<file path="src/rtl/conbox_cfg.sv">
// conbox_cfg: connection box joining NUM_LE logic elements to one interleaved
// switchbox track bus. Track t of lane k is bus bit t*NUM_LE+k.
//
// Configuration is loaded serially into a shadow register. A commit copies it
// atomically into the active register, but only if exactly CFG_BITS bits were
// shifted since the last commit or reset.
//
// Ports:
//   clk, nrst              clock, asynchronous active-low reset
//   cfg_en, cfg_in         scan shift enable and scan data in
//   cfg_out                scan data out (shadow MSB), for daisy-chaining
//   cfg_commit             copy shadow to active when the bit count is right
//   cfg_valid              an active configuration is loaded
//   cfg_err                sticky: last commit had the wrong bit count
//   sb_in                  track values from the switchboxes
//   sb_out, sb_oe          track drive values and per-track drive enables
//   le_out                 LE outputs, LE k output o at bit k*LE_OUTPUTS+o
//   le_in                  LE inputs, LE k input i at bit k*LE_INPUTS+i
module conbox_cfg #(
    parameter int WIDTH      = 8,
    parameter int NUM_LE     = 2,
    parameter int LE_INPUTS  = 4,
    parameter int LE_OUTPUTS = 1
) (
    input  logic                         clk,
    input  logic                         nrst,
    input  logic                         cfg_en,
    input  logic                         cfg_in,
    output logic                         cfg_out,
    input  logic                         cfg_commit,
    output logic                         cfg_valid,
    output logic                         cfg_err,
    input  logic [WIDTH*NUM_LE-1:0]      sb_in,
    output logic [WIDTH*NUM_LE-1:0]      sb_out,
    output logic [WIDTH*NUM_LE-1:0]      sb_oe,
    input  logic [NUM_LE*LE_OUTPUTS-1:0] le_out,
    output logic [NUM_LE*LE_INPUTS-1:0]  le_in
);

    localparam int SEL_BITS  = $clog2(WIDTH + 2);
    localparam int TOTAL_MUX = LE_INPUTS + LE_OUTPUTS;
    localparam int REG_BASE  = NUM_LE * TOTAL_MUX * SEL_BITS;
    localparam int CFG_BITS  = REG_BASE + NUM_LE * LE_INPUTS;
    localparam int CNT_W     = $clog2(CFG_BITS + 2);
    localparam int NUM_IN    = NUM_LE * LE_INPUTS;
    localparam int EXT       = 2 ** SEL_BITS;

    logic [CFG_BITS-1:0] shadow_q, shadow_d;
    logic [CFG_BITS-1:0] active_q, active_d;
    logic [CNT_W-1:0]    bit_cnt_q, bit_cnt_d;
    logic                valid_q, valid_d;
    logic                err_q, err_d;
    logic [NUM_IN-1:0]   in_reg_q, in_reg_d;
    logic [NUM_IN-1:0]   mux_v;

    // Shift takes priority over commit when both are requested.
    always_comb begin
        shadow_d  = shadow_q;
        active_d  = active_q;
        bit_cnt_d = bit_cnt_q;
        valid_d   = valid_q;
        err_d     = err_q;
        if (cfg_en) begin
            shadow_d = {shadow_q[CFG_BITS-2:0], cfg_in};
            // Saturate one past CFG_BITS so an over-long load still fails.
            if (bit_cnt_q != CNT_W'(CFG_BITS + 1)) begin
                bit_cnt_d = bit_cnt_q + CNT_W'(1);
            end
        end else if (cfg_commit) begin
            if (bit_cnt_q == CNT_W'(CFG_BITS)) begin
                active_d = shadow_q;
                valid_d  = 1'b1;
                err_d    = 1'b0;
            end else begin
                err_d = 1'b1;
            end
            bit_cnt_d = '0;
        end
    end

    // Input flops are held at zero while no configuration is active.
    assign in_reg_d = valid_q ? mux_v : '0;

    always_ff @(posedge clk or negedge nrst) begin
        if (!nrst) begin
            shadow_q  <= '0;
            active_q  <= '0;
            bit_cnt_q <= '0;
            valid_q   <= 1'b0;
            err_q     <= 1'b0;
            in_reg_q  <= '0;
        end else begin
            shadow_q  <= shadow_d;
            active_q  <= active_d;
            bit_cnt_q <= bit_cnt_d;
            valid_q   <= valid_d;
            err_q     <= err_d;
            in_reg_q  <= in_reg_d;
        end
    end

    assign cfg_out   = shadow_q[CFG_BITS-1];
    assign cfg_valid = valid_q;
    assign cfg_err   = err_q;

    for (genvar k = 0; k < NUM_LE; k++) begin : g_le
        // Lane k extended to every select code: tracks, then constant 0, 1
        // and zero for the unused codes, so the select indexes it directly.
        logic [EXT-1:0] ext;
        for (genvar t = 0; t < EXT; t++) begin : g_ext
            if (t < WIDTH) begin : g_trk
                assign ext[t] = sb_in[t*NUM_LE+k];
            end else if (t == WIDTH + 1) begin : g_one
                assign ext[t] = 1'b1;
            end else begin : g_zero
                assign ext[t] = 1'b0;
            end
        end

        for (genvar i = 0; i < LE_INPUTS; i++) begin : g_in
            localparam int IDX = k * LE_INPUTS + i;
            logic [SEL_BITS-1:0] sel;
            assign sel        = active_q[((k*TOTAL_MUX)+i)*SEL_BITS +: SEL_BITS];
            assign mux_v[IDX] = ext[sel];
            assign le_in[IDX] = valid_q &
                                (active_q[REG_BASE+IDX] ? in_reg_q[IDX] : mux_v[IDX]);
        end

        logic [SEL_BITS-1:0] osel [LE_OUTPUTS];
        for (genvar o = 0; o < LE_OUTPUTS; o++) begin : g_osel
            assign osel[o] = active_q[((k*TOTAL_MUX)+LE_INPUTS+o)*SEL_BITS +: SEL_BITS];
        end

        for (genvar t = 0; t < WIDTH; t++) begin : g_drv
            logic [LE_OUTPUTS-1:0] hit;
            logic [LE_OUTPUTS-1:0] first;
            for (genvar o = 0; o < LE_OUTPUTS; o++) begin : g_hit
                assign hit[o] = (osel[o] == SEL_BITS'(t));
            end
            // Lowest-numbered output claiming this track is the only driver.
            assign first = hit & (~hit + LE_OUTPUTS'(1));
            assign sb_oe[t*NUM_LE+k]  = valid_q & (|hit);
            assign sb_out[t*NUM_LE+k] = valid_q &
                                        (|(first & le_out[k*LE_OUTPUTS +: LE_OUTPUTS]));
        end
    end

endmodule

</file>
<file path="config.mk">
export PLATFORM = sky130hd
export DESIGN_NAME = conbox_cfg
export DESIGN_NICKNAME = d
export VERILOG_FILES = /design/src/rtl/conbox_cfg.sv
export SDC_FILE = /design/constraint.sdc
export NUM_CORES = 1
export LEC_CHECK = 0
export ABC_CLOCK_PERIOD_IN_PS = 3200
export CORE_ASPECT_RATIO = 0.8
export CORE_UTILIZATION = 60
export DETAILED_ROUTE_END_ITERATION = 8
export PLACE_DENSITY = 0.85
export SLEW_MARGIN = 20
export SYNTH_ARGS = -nofsm -noshare
export SYNTH_HDL_FRONTEND = slang
export SYNTH_SLANG_ARGS = --single-unit
</file>
<file path="constraint.sdc">
create_clock -name clk -period 3.2 [get_ports clk]
set_input_delay 0.96 -clock clk [delete_from_list [all_inputs] [get_ports clk]]
set_output_delay 0.96 -clock clk [all_outputs]
set_load 0.01 [all_outputs]
</file>
Word level (Yosys, flattened, before mapping). Cells that the tools add are included.

Flip-flop bits (word level): 112. Bits of input ports: 23. Logic and storage cells: 172.

Add/sub/neg operators: 17. Magnitude comparators: 8. Eq/ne operators: 17. Mux-type cells: 29. Bitwise operators: 89. Reduce and logical (&&, ||, !) cells: 6.

Operators with widths (count): 1-bit bitwise AND (72); 4-bit by 5-bit < comparator with 1-bit output, second input constant (8); 1-bit binary-select mux with 4-bit select (8); 4-bit by 3-bit equality test with 1-bit output, second input constant (8); 6-bit two-way mux (3); 1-bit two-way mux (17); 1-bit NOT (17); 1-bit adder, second input constant (16); 4-bit by 2-bit equality test with 1-bit output, second input constant (4); 4-bit by 1-bit equality test with 1-bit output, second input constant (2); 4-bit logical NOT (2); 8-bit two-way mux (1); 6-bit by 1-bit adder with 6-bit output, second input constant (1); 6-bit equality test, second input constant (1); 6-bit inequality test, second input constant (1); 2-bit AND reduction (2); 3-bit AND reduction (1); 2-bit by 1-bit inequality test with 1-bit output, second input constant (1); 2-bit nonzero test (1).

Longest topological paths before layout. Gate-level depths: netlist of run 1.

Depth after elaboration: 6. Depth in mapped cells: 5. Gate-level depth less buffers: 5.

Worst setup path before layout of run 1. Ideal clock, no wire load.

Path type: input to output. From: input port sb_in[15]. To: output port le_in[7]. Data arrival time: 1.827 ns. Slack: 0.413 ns. Stages on the path: 4. Buffers on the path: 0. Cell sequence: mux4_2 nor2b_1 nor2_1 a31o_2.

Cells in the longest elaborated chain, start to end: 4.

RTL lines: start, declared (RTL line 33) `input logic [WIDTH*NUM_LE-1:0] sb_in,`; 1-bit binary-select mux with 4-bit select (RTL line 124) `assign mux_v[IDX] = ext[sel];`; 1-bit two-way mux (not written as such) (RTL line 124); 1-bit two-way mux (RTL line 126) `(active_q[REG_BASE+IDX] ? in_reg_q[IDX] : mux_v[IDX]);`; 1-bit bitwise AND (RTL line 125) `assign le_in[IDX] = valid_q &`; end, declared (RTL line 37) `output logic [NUM_LE*LE_INPUTS-1:0] le_in`.

No other way between the ends. The select of a mux whose other input is x is not followed.

Final worst setup path of run 1. Same ends and word-level chain as after synthesis.

==> results.md, run 1 <==
STA:
- The final critical-path setup slack is approximately 31 ps.
- Clock skew on the completed layout was measured at 11.4 ps.
- Setup violations remaining at the end of the flow were counted as 0.
- The transition time of the tightest slew-check pin is 659 ps.
- The setup TNS after final layout is 0 ps.
- The number of slew-limit violations in the final report is 0.
- The tightest hold margin is 523 ps.
- The worst pin sits at a relative slew slack of 56.1%.
- Based on the critical path, the design can be clocked at up to 0.316 GHz.
- The final number of hold-violating endpoints is 0.
- The shortest clock period the worst path allows after layout is ~3200 ps.
- The fraction of the cycle the final worst path needs is 99.0%.

Final layout:
- The number of antenna diodes in the final layout is 0.
- The core utilization of the finished layout is about three quarters.
- In the final design database the tool counted about 530 nets.
- From synthesis to final layout, the design area changed by 21.6%.
- The final cell area excluding filler cells is roughly 6400 um2.
- The final cell count without fillers is 624.
- Cells with a size suffix above 1 make up 33.8% of the layout.

Synth:
- For this run, the leading register cell type out of synthesis is dfrtp_1.
- The number of different library cells in the post-synthesis netlist is 43.
- By count the netlist is led by dfrtp_1 (112), mux2_2 (100), nor2_1 (49), mux2i_1 (17).
- The synthesized design devotes to its leading area cell type between 50% and 60% of total area.
- The mapped cell area is 5280 um2.
- The share of the Yosys chip area taken by registers is a little over half.
- Synthesis inferred 112 register bits.
- Yosys attributes the largest share of cell area to dfrtp_1 (53%), mux2_2 (21%), nor2_1 (3.5%), mux2i_1 (3.2%), nand3_1 (1.5%).
- The mean cell area of the mapped netlist is approximately 12 um2.
- Counting every instance in the synthesized netlist gives approximately 430.
- The number of enable-type register cells in the synthesized netlist is 0.
- Of all flip-flops after synthesis, the portion carrying an async set or reset was 100%.
- The number of nets in the synthesized netlist is 452.
- Of all cell types, the one taking the most synthesized area is dfrtp_1.
- The number of synthesis warnings is 0.
- dfrtp_1 is the most common cell in the netlist.

Flow run:
- The number of max-cap violations is 0.

Power and ir drop:
- The internal power summed over all cells is 2.18 mW.
- The total power consumption of the routed design is 2.93 mW.
- The analysis attributes to cell leakage a power of 3.21 nW.
- Combinational logic is responsible for 12.7% of the overall power.
- The net switching fraction of the power is 25.8%.
- The power density relative to cell area is 456 nW/um2.
- The clock network accounts for 27.9% of the total power.
- Summed over all nets, the switching power comes to between 0.7 and 0.8 mW.
- The share of total power dissipated in sequential elements is 59.4%.
- VDD sags by at most 287 uV.

Critical path:
- The worst setup path is captured at an output pin.
- The top fanout value on the critical path is 2.
- At the worst endpoint, the arrival time is 2210 ps.
- The signal on the critical path passes through clkdlybuf4s15_1 > mux4_2 > nor2b_2 > nor2_2 > a31o_2 > buf_6.
- The master of the slowest instance on the critical path is mux4_2.
- The worst setup path is of the primary input to output pin kind.
- The minimum setup slack among reg-to-reg paths is 360 ps.
- The critical path's largest stage delay is 490 ps.
- The kind of launch point of the worst setup path is a primary input.
- The data required time at the worst endpoint is 2240 ps.

CTS:
- The TritonCTS buffer count is 9.
- The number of buffers on the longest clock path is 2.
- After clock tree synthesis, the clock-pin slew on the worst setup and hold paths is 100 ps.
- The number of H-tree levels is 3.
- The latest clock arrival within the worst-skew pair is between 300 and 400 ps.
- The library cell used as clock root buffer is clkbuf_8.
- The clock sink count is 112.
- The CTS tree is yes.

Place:
- The HPWL after detailed placement is 7.39 mm.
- The worst setup timing slack at the placement stage is -580 ps.
- The placed instance count is roughly 600.
- The count of port buffers added during placement is 65.
- The placed instances occupy a cell area of 6080 um2.
- Routability-driven placement finished with a final weighted congestion of about 0.81.

GRT:
- Entering global routing, the biggest net connects 54 pins.
- The initial antenna violation count is 0.
- The number of global-route vias before repair is approximately 3.7k.
- Global routing used 26.5% of the available tracks across all layers.
- The first-pass GRT wire length is 18.5 mm.
- The aggregate global routing overflow is 0.

Detailed routing:
- The via density per instance is between 5 and 6.
- For this block, the initial DRC count from the detailed router was around 130.
- The number of nets still failing antenna checks after routing is 0.
- The first-pass detailed-route iteration total is 4.
- Summed over all layers, the routed wires come to 11.3 mm.
- The final routed DRC violation total is 0.
- The number of vias in the routed layout is 3,655.
- The mean routed wirelength per cell is roughly 18 um.

Die:
- The initial core utilization is 62.0%.
- The horizontal die dimension is 107 um.
- The top-level I/O count is 66.
- From bottom edge to top edge, the die measures 85.9 um.
- The die outline area is between 9000 and 10,000 um2.
- The total number of placement rows is 30.
- The area of the core is 8520 um2.

Min path:
- The class of the most critical hold timing path is flip-flop to flip-flop.

Status:
- The flow ran to the end, and the final reports show no timing, DRC or antenna violations.
==> cell families after synthesis <==
kind of cell | after synthesis | share of synthesized area (%)
buffers and inverters | 27 | 2.79
flip-flops | 112 | 53.0
AO/OA/AOI/OAI | 45 | 6.04
multiplexers | 121 | 25.6
XOR/XNOR | 2 | 0.332
adder cells (fa/ha/maj) | 3 | 0.710
AND/OR/NAND/NOR | 116 | 11.5
==> flip-flops by register name (all words and copies together), names as in the netlist <==
name / flops
shadow_q: 48
cfg_valid: 1
cfg_err: 1
active_q: 48
in_reg_q: 8
bit_cnt_q: 6
==> layout make-up <==
| cell class | count | area [um2] |
|---|---|---|
| inverter | 7 | 26.3 |
| multi-input combinational | 287 | 2430 |
| timing repair buffer | 90 | 846 |
| sequential | 112 | 2800 |
| clock buffer | 10 | 128 |
| clock inverter | 6 | 58.8 |
| tap | 112 | 140 |
| fill | 554 | 2090 |
==> worst max-delay path: cells and delay by family <==
family | cells | cell delay (ps)
mux | 1 | 490
buf+inv | 2 | 310
compound gates | 1 | 250
simple gates | 2 | 190
==> placed cells by master, fill, tap and decap left out, types with 2 or more instances in the layout <==
cell	Yosys	final
a211oi_2	0	2
a21o_1	2	2
a221oi_2	0	4
buf_12	0	2
buf_2	6	7
buf_4	0	24
clkbuf_8	0	9
clkdlybuf4s15_1	0	4
clkdlybuf4s50_1	0	25
clkinv_2	0	4
dfrtp_1	112	112
dlygate4sd2_1	0	11
dlymetal6s2s_1	0	15
ha_1	3	3
inv_1	7	7
mux2_1	3	3
mux2_2	100	100
mux2i_1	17	17
nand2_1	16	15
nand2b_1	4	4
nand3_1	16	16
nand3b_1	8	8
nand4b_1	5	5
nor2_1	49	47
nor2_2	0	2
nor3b_2	0	2
nor4_1	2	2
nor4bb_1	5	5
o21a_1	8	8
o21ai_0	13	12
o31ai_1	7	3
o31ai_2	0	4
or3_1	3	3
==> final timing paths <==
kind / start / end / cells after the start
min in group asynchronous: nrst / active_q[19] / 1
worst max register to register: active_q[32] / in_reg_q[7] / 15
worst min register to register: cfg_err / cfg_err / 1
worst min-delay path: cfg_err / cfg_err / 1
worst max-delay path: sb_in[15] / le_in[7] / 6
max in group asynchronous: nrst / active_q[42] / 2
==> power groups by stage <==
stage | registers, mW | logic [mW] | clock network [mW]
final | 1.74 | 0.373 | 0.817
after global routing | 1.77 | 0.414 | 0.888
after CTS | 1.74 | 0.372 | 0.830
after detailed placement | 1.77 | 0.367 | 0
after global placement | 1.75 | 0.345 | 0
after floorplan | 1.71 | 0.246 | 0
==> metal layers <==
layer	GRT usage [%]	share of wire, %	vias up
met5	0	0	-
met3	6.00	4.0	16
met4	8.72	1.6	0
li1	-	-	1699
met1	35.0	44	1850
met2	43.8	51	90
==> what timing repair did <==
action / CTS / global route
hold buffers: 0 / 0
pin swaps: 14 / 3
buffers inserted: 11 / 0
endpoints found under the setup margin: 9 / 23
resized for setup: 58 / 28
(Power assumes the default switching activity.)
==> run 2, diff against run 1 <==
Settings changed: ABC_CLOCK_PERIOD_IN_PS 3200 to 3100, CORE_UTILIZATION 60 to 56, PLACE_DENSITY 0.85 to 0.8.
Clock period 3.2 ns to 3.1 ns, I/O delays scaled along.
==> results.md, run 2 (same netlist as run 1, synthesis figures left out) <==
CTS:
- The clock passes through at most 2 buffers.
- The clock transition time at the flip-flop clock pins of the worst setup and hold paths is 70 ps.
- The latest clock arrival within the worst-skew pair is 340 ps.
- Buffers inserted during clock tree synthesis total 9.
- The H-tree generated during clock tree synthesis spans 3 levels.
- TritonCTS built the clock tree.
- The tree built by TritonCTS fans out to 112 sinks.
- The library cell used as clock root buffer is clkbuf_16.

Detailed routing:
- The via density per instance is a little under 6.
- The first-pass detailed-route iteration total is 4.
- The mean routed wirelength per cell is 16.4 um.
- The count of routing violations after the opening detailed-route iteration is 160.
- The number of nets still failing antenna checks after routing is 0.
- In the routed design, unresolved DRC markers number 0.
- The routed design has 10.2 mm of wire.
- The routed layout has 3,608 vias.

Final layout:
- Of the cells placed in the final design, the portion with a size suffix greater than 1 is 34.0%.
- The layout overhead on the synthesized area is 22.5%.
- Leaving out fill and tap cells, the most frequent cells in the layout are dfrtp_1 (111), mux2_2 (99), nor2_1 (48), clkdlybuf4s50_1 (24), dlygate4sd2_1 (21).
- In the final layout, the registers with the most flip-flops are active_q x48, shadow_q x48, in_reg_q x8.
- The finished cells cover 6470 um2.
- The net count of the finished layout is 530.
- The number of antenna diodes in the final layout is 0.
- After the flow finishes, the layout carries non-filler instances totaling 624.
- The most common library cell in the layout ignoring fill and taps is dfrtp_1.
- Cells fill 71.0% of the core in the end.

Die:
- The area of the core is 9110 um2.
- The floorplan step set the die width to roughly 110 um.
- The initial core utilization is 58.0%.
- The total number of placement rows is 31.
- The die outline area is 9830 um2.
- Pin placement for this block handled 66 I/O pins.
- Measured along the y axis, the die boundary spans 88.9 um.

STA:
- The tightest hold path in the finished design has a slack of 515 ps.
- Measured against its own limit, the worst slew margin works out to 56.7%.
- The final setup violation count is 0.
- At the pin with the least slew margin, the transition time is around 650 ps.
- The fraction of the cycle the final worst path needs is between 90 and 100%.
- The shortest clock period the worst path allows after layout is 3080 ps.
- The number of slew-limit violations in the final report is 0.
- The top achievable clock speed is roughly 0.32 GHz.
- The worst clock skew on the final layout is 6.11 ps.
- The final number of hold-violating endpoints is 0.

GRT:
- The first global-routing pass estimated 17.0 mm of wire.
- The number of global-route vias before repair is 3,573.
- The initial antenna violation count is 0.
- The maximum number of pins on one net before global-route repair is 52.
- The aggregate global routing overflow is 0.
- In the global route stage, overall resource usage came out at 21.7%.

Power and ir drop:
- The largest vdd supply drop is roughly 360 uV.
- Of the total power, registers draw 54.8%.
- Net switching is 24.8% of the power.
- In this run the power spent charging and discharging nets is around 0.81 mW.
- The clock share of power is 33.8%.
- The power density relative to cell area is 506 nW/um2.
- Combinational logic is responsible for 11.4% of the overall power.
- In this run the static leakage power is 3.08 nW.
- The internal portion of the total power is 2.47 mW.

Critical path:
- In this run the worst path has a maximum fanout of 2.
- The number of cells on the worst reg-to-reg path is 6.
- The kind of launch point of the worst setup path is a primary input.
- The endpoint class of the critical path is an output pin.
- For the worst setup path, the data required time is roughly 2200 ps.
- The arrival time at the worst endpoint is 2150 ps.
- The worst setup path category is primary input to output pin.

Place:
- The placed instance count is 602.
- Summing all placed instances gives a cell area of 6110 um2.
- After legalization and detailed placement, the total HPWL measured roughly 6.9 mm.
- The routability congestion estimate from global placement is approximately 0.79.
- Port buffering added 65 buffers.

Min path:
- Along the worst hold path, the cell count comes to 1.
- The path class of the tightest hold or removal check is flip-flop to flip-flop.

Status:
- The run finished with clean final reports.

Flow run:
- The number of max-cap violations is 0.
run 2: area by class of cell:
cell class	instances	area [um2]
Clock buffer	11	253
Clock inverter	5	38.8
Fill cell	631	2640
Inverter	7	30.0
Multi-Input combinational cell	287	2420
Sequential cell	112	2800
Tap cell	115	144
Timing Repair Buffer	87	781
run 2: through the flow:
| stage | worst slack [ps] | power (mW) | setup TNS [ps] |
|---|---|---|---|
| 3_5_place_dp | -589 | 2.20 | -4330 |
| 5_1_grt | -0.965 | 3.43 | -0.965 |
| 6_report | 21.3 | 3.28 | 0 |
| 3_3_place_gp | -557 | 2.17 | -3780 |
| 2_1_floorplan | 373 | 2.02 | 0 |
| 4_1_cts | 0.961 | 3.31 | 0 |
run 2: worst paths after layout:
kind / from / endpoint / slack, ps
hold reg to reg: shadow_q[42] / active_q[42] / 520
hold / removal: shadow_q[42] / active_q[42] / 520
max in group asynchronous: nrst / in_reg_q[5] / 1790
setup reg to reg: active_q[32] / in_reg_q[7] / 1370
setup / recovery: sb_in[7] / le_in[7] / 20
min in group asynchronous: nrst / in_reg_q[4] / 590
run 2: repair_timing:
item                       in CTS  in global routing
gates resized for setup        75                 16
pin swaps                       8                  4
setup endpoints to repair      21                  8
setup buffers                   2                  4
hold buffers                    0                  0
run 2: power groups by stage:
stage / sequential (mW) / clock, mW / combinational, mW
2_1_floorplan: 1.77 / 0 / 0.253
3_3_place_gp: 1.81 / 0 / 0.358
3_5_place_dp: 1.82 / 0 / 0.377
4_1_cts: 1.80 / 1.14 / 0.377
5_1_grt: 1.82 / 1.20 / 0.411
6_report: 1.80 / 1.11 / 0.372
run 2: per-layer routing:
layer	vias up	GRT usage, %	routed length [um]
li1	1703	-	-
met1	1818	28.7	4860
met2	75	36.3	4890
met3	12	5.00	378
met4	0	6.67	106
met5	-	0	0
run 2: critical path, stage by stage:
cell	delay, ps
clkdlybuf4s15_1	180
mux4_2	470
nor2b_2	130
nor2_2	50
a31o_2	260
buf_6	120
==> run 3, diff against run 2 <==
Settings changed: CORE_MARGIN set to 2, CORE_UTILIZATION 56 to 40, PLACE_DENSITY 0.8 to not set.
==> results.md, run 3 (same netlist as run 1, synthesis figures left out) <==
Final layout:
- The most common library cell in the layout ignoring fill and taps is dfrtp_1.
- The fraction of final layout cells with drive strength greater than 1 is 33.3%.
- In the layout the commonest cells are dfrtp_1 (112), mux2_2 (99), nor2_1 (47), dlygate4sd2_1 (24), clkdlybuf4s50_1 (23).
- In the final layout, the registers with the most flip-flops are active_q x48, shadow_q x48, in_reg_q x8.
- For this run, the post-layout net count is 529.
- The number of fill cells is 1,168.
- The repair_antennas step left the layout with diodes totalling 0.
- Relative to the synthesized area, the layout overhead comes to 23.0%.

STA:
- The number of slew-limit violations in the final report came to 0.
- Setup violations remaining at the end of the flow were counted as 0.
- The worst clock skew on the final layout is 8.79 ps.
- The transition time of the tightest slew-check pin is 671 ps.
- The clock period could shrink to ~3100 ps.
- The final critical-path setup slack is around 28 ps.
- Timing would allow up to 0.326 GHz.
- The final number of hold-violating endpoints is 0.
- Final hold analysis gives a worst-case slack of 510 ps.
- Summed over all failing endpoints, the final setup total negative slack is 0 ps.
- The worst path uses just under 100% of the clock period.
- The worst slew slack as a fraction of its limit is 55.3%.

Critical path:
- The master of the slowest instance on the critical path is mux4_2.
- At the worst endpoint, the required time is 2170 ps.
- The minimum setup slack among reg-to-reg paths is 1430 ps.
- Counting cells, the worst reg-to-reg path comes to 6.
- Of all nets on the critical path, the largest fanout is 2.
- The signal on the critical path passes through clkdlybuf4s15_1 > mux4_2 > nor2b_2 > nor2_2 > a31o_2 > buf_6.
- Data arrives at the worst endpoint at 2140 ps.
- The largest single stage delay on the critical path is 470 ps.
- STA classifies the critical path endpoint as an output pin.
- The kind of launch point of the worst setup path is a primary input.
- The critical path is of the primary input to output pin type.
- In this run the critical register-to-register path is launched from active_q[32].
- The endpoint of the most critical register-to-register path is in_reg_q[7].

Detailed routing:
- Summing over every cut layer, the via total after detailed routing is 3,522.
- The count of routing violations after the opening detailed-route iteration is 162.
- For this run, design rule violations remaining after detail routing come to 0.
- Using the TritonRoute via totals, the vias-per-cell ratio works out to around 5.2.
- The first TritonRoute pass finished after 4 iterations.
- The mean routed wirelength per cell is 15.5 um.
- The total wirelength of the detailed-routed design is about 11 mm.
- Once detail routing completed, the nets flagged for antenna violations numbered 0.

Place:
- Timing analysis after detailed placement gives a worst setup slack of -566 ps.
- The HPWL after detailed placement is 7.32 mm.
- The congestion estimate from routability-driven global placement came to 0.793.
- The count of port buffers added during placement is 65.

Power and ir drop:
- The worst-case IR drop observed on VDD is 264 uV.
- The static leakage power is around 3.0 nW.
- The power density relative to cell area is 499 nW/um2.

Die:
- Once the floorplan was initialized, standard cells occupied 41.1% of the core.
- After floorplanning, the core was divided into 37 placement rows.
- The horizontal die dimension is 133 um.
- Pin placement for this block handled 66 I/O pins.
- The height of the chip is ~110 um.
- The floorplan step defined a die boundary enclosing about 14,000 um2.
- The area of the core is around 13,000 um2.

CTS:
- After clock tree synthesis, the clock-pin slew on the worst setup and hold paths is 70 ps.
- For the worst-skew pair, the clock arrives at the later sink with an insertion delay of approximately 340 ps.
- The number of clock buffers added by TritonCTS is 9.
- The number of H-tree levels is 3.
- The clock drives 112 sinks.
- The number of buffers on the longest clock path is 2.
- TritonCTS built the clock tree.
- The library cell used as clock root buffer is clkbuf_16.

GRT:
- Global routing finished with a remaining overflow of 0.
- The number of global-route vias before repair is about 3.6k.
- The initial antenna violation count is 0.
- The total global-route track usage is between 10% and 20%.
- Entering global routing, the biggest net connects 53 pins.
- The first global-routing pass estimated 17.7 mm of wire.

Status:
- The run finished with clean final reports.

Min path:
- The class of the most critical hold timing path is primary input to async pin.

Flow run:
- The number of max-cap violations is 0.
run 3: changes by cell type in the layout (fill, tap and decap cells not counted), moves of 2 or more:
cell            change
inv_6               -2
dlygate4sd2_1       +3
dlymetal6s2s_1      -2
clkbuf_1            +2
run 3: how the worst max path moves through the flow:
stage | startpoint | to | slack (ps)
finish | sb_in[5] | le_in[7] | 30
CTS | sb_in[0] | le_in[0] | 6
global route | sb_in[5] | le_in[7] | -6
global placement | sb_in[15] | le_in[7] | -570
floorplan | sb_in[15] | le_in[7] | 370
detailed placement | sb_in[11] | le_in[7] | -570
run 3: what timing repair did:
| action | in CTS | in global routing |
|---|---|---|
| setup buffers | 2 | 1 |
| pin swaps | 13 | 4 |
| setup endpoints to repair | 24 | 11 |
| resized for setup | 78 | 15 |
| hold buffers | 0 | 0 |
run 3: layout make-up:
cell class / instances / area [um2] / area share [%]
Inverter: 7 / 26.3 / 0.404
Sequential cell: 112 / 2800 / 43.1
Multi-Input combinational cell: 287 / 2420 / 37.2
Tap cell: 175 / 219 / 3.37
Clock inverter: 4 / 30.0 / 0.462
Timing Repair Buffer: 86 / 757 / 11.6
Clock buffer: 12 / 246 / 3.79
run 3: power breakdown:
part | switching (mW) | total [mW] | internal, mW
Sequential | 0.142 | 1.79 | 1.65
Combinational | 0.151 | 0.371 | 0.220
Clock | 0.511 | 1.08 | 0.570
Total | 0.804 | 3.24 | 2.44
run 3: critical path, delay by kind of cell:
family	cells	cell delay, ps
AO/OA/AOI/OAI	1	250
buffers and inverters	2	300
AND/OR/NAND/NOR	2	190
multiplexers	1	470
run 3: stage by stage:
| stage | cell area [um2] | utilization, % | power, mW | instances |
|---|---|---|---|---|
| final | 6500 | 50.5 | 3.24 | 683 |
| after global routing | 6500 | 50.5 | 3.41 | 683 |
| after CTS | 6480 | 50.4 | 3.29 | 682 |
| after detailed placement | 6180 | 48.1 | 2.20 | 664 |
| after global placement | 6180 | 48.1 | 2.18 | 664 |
| after floorplan | 5280 | - | 2.02 | 426 |
run 3: routing by layer:
layer,vias up,global-route usage [%],wire length [um]
met2,58,24.5,4910
met5,-,0,0
met4,0,4.76,181
li1,1693,-,-
met3,18,3.92,376
met1,1753,21.3,5110
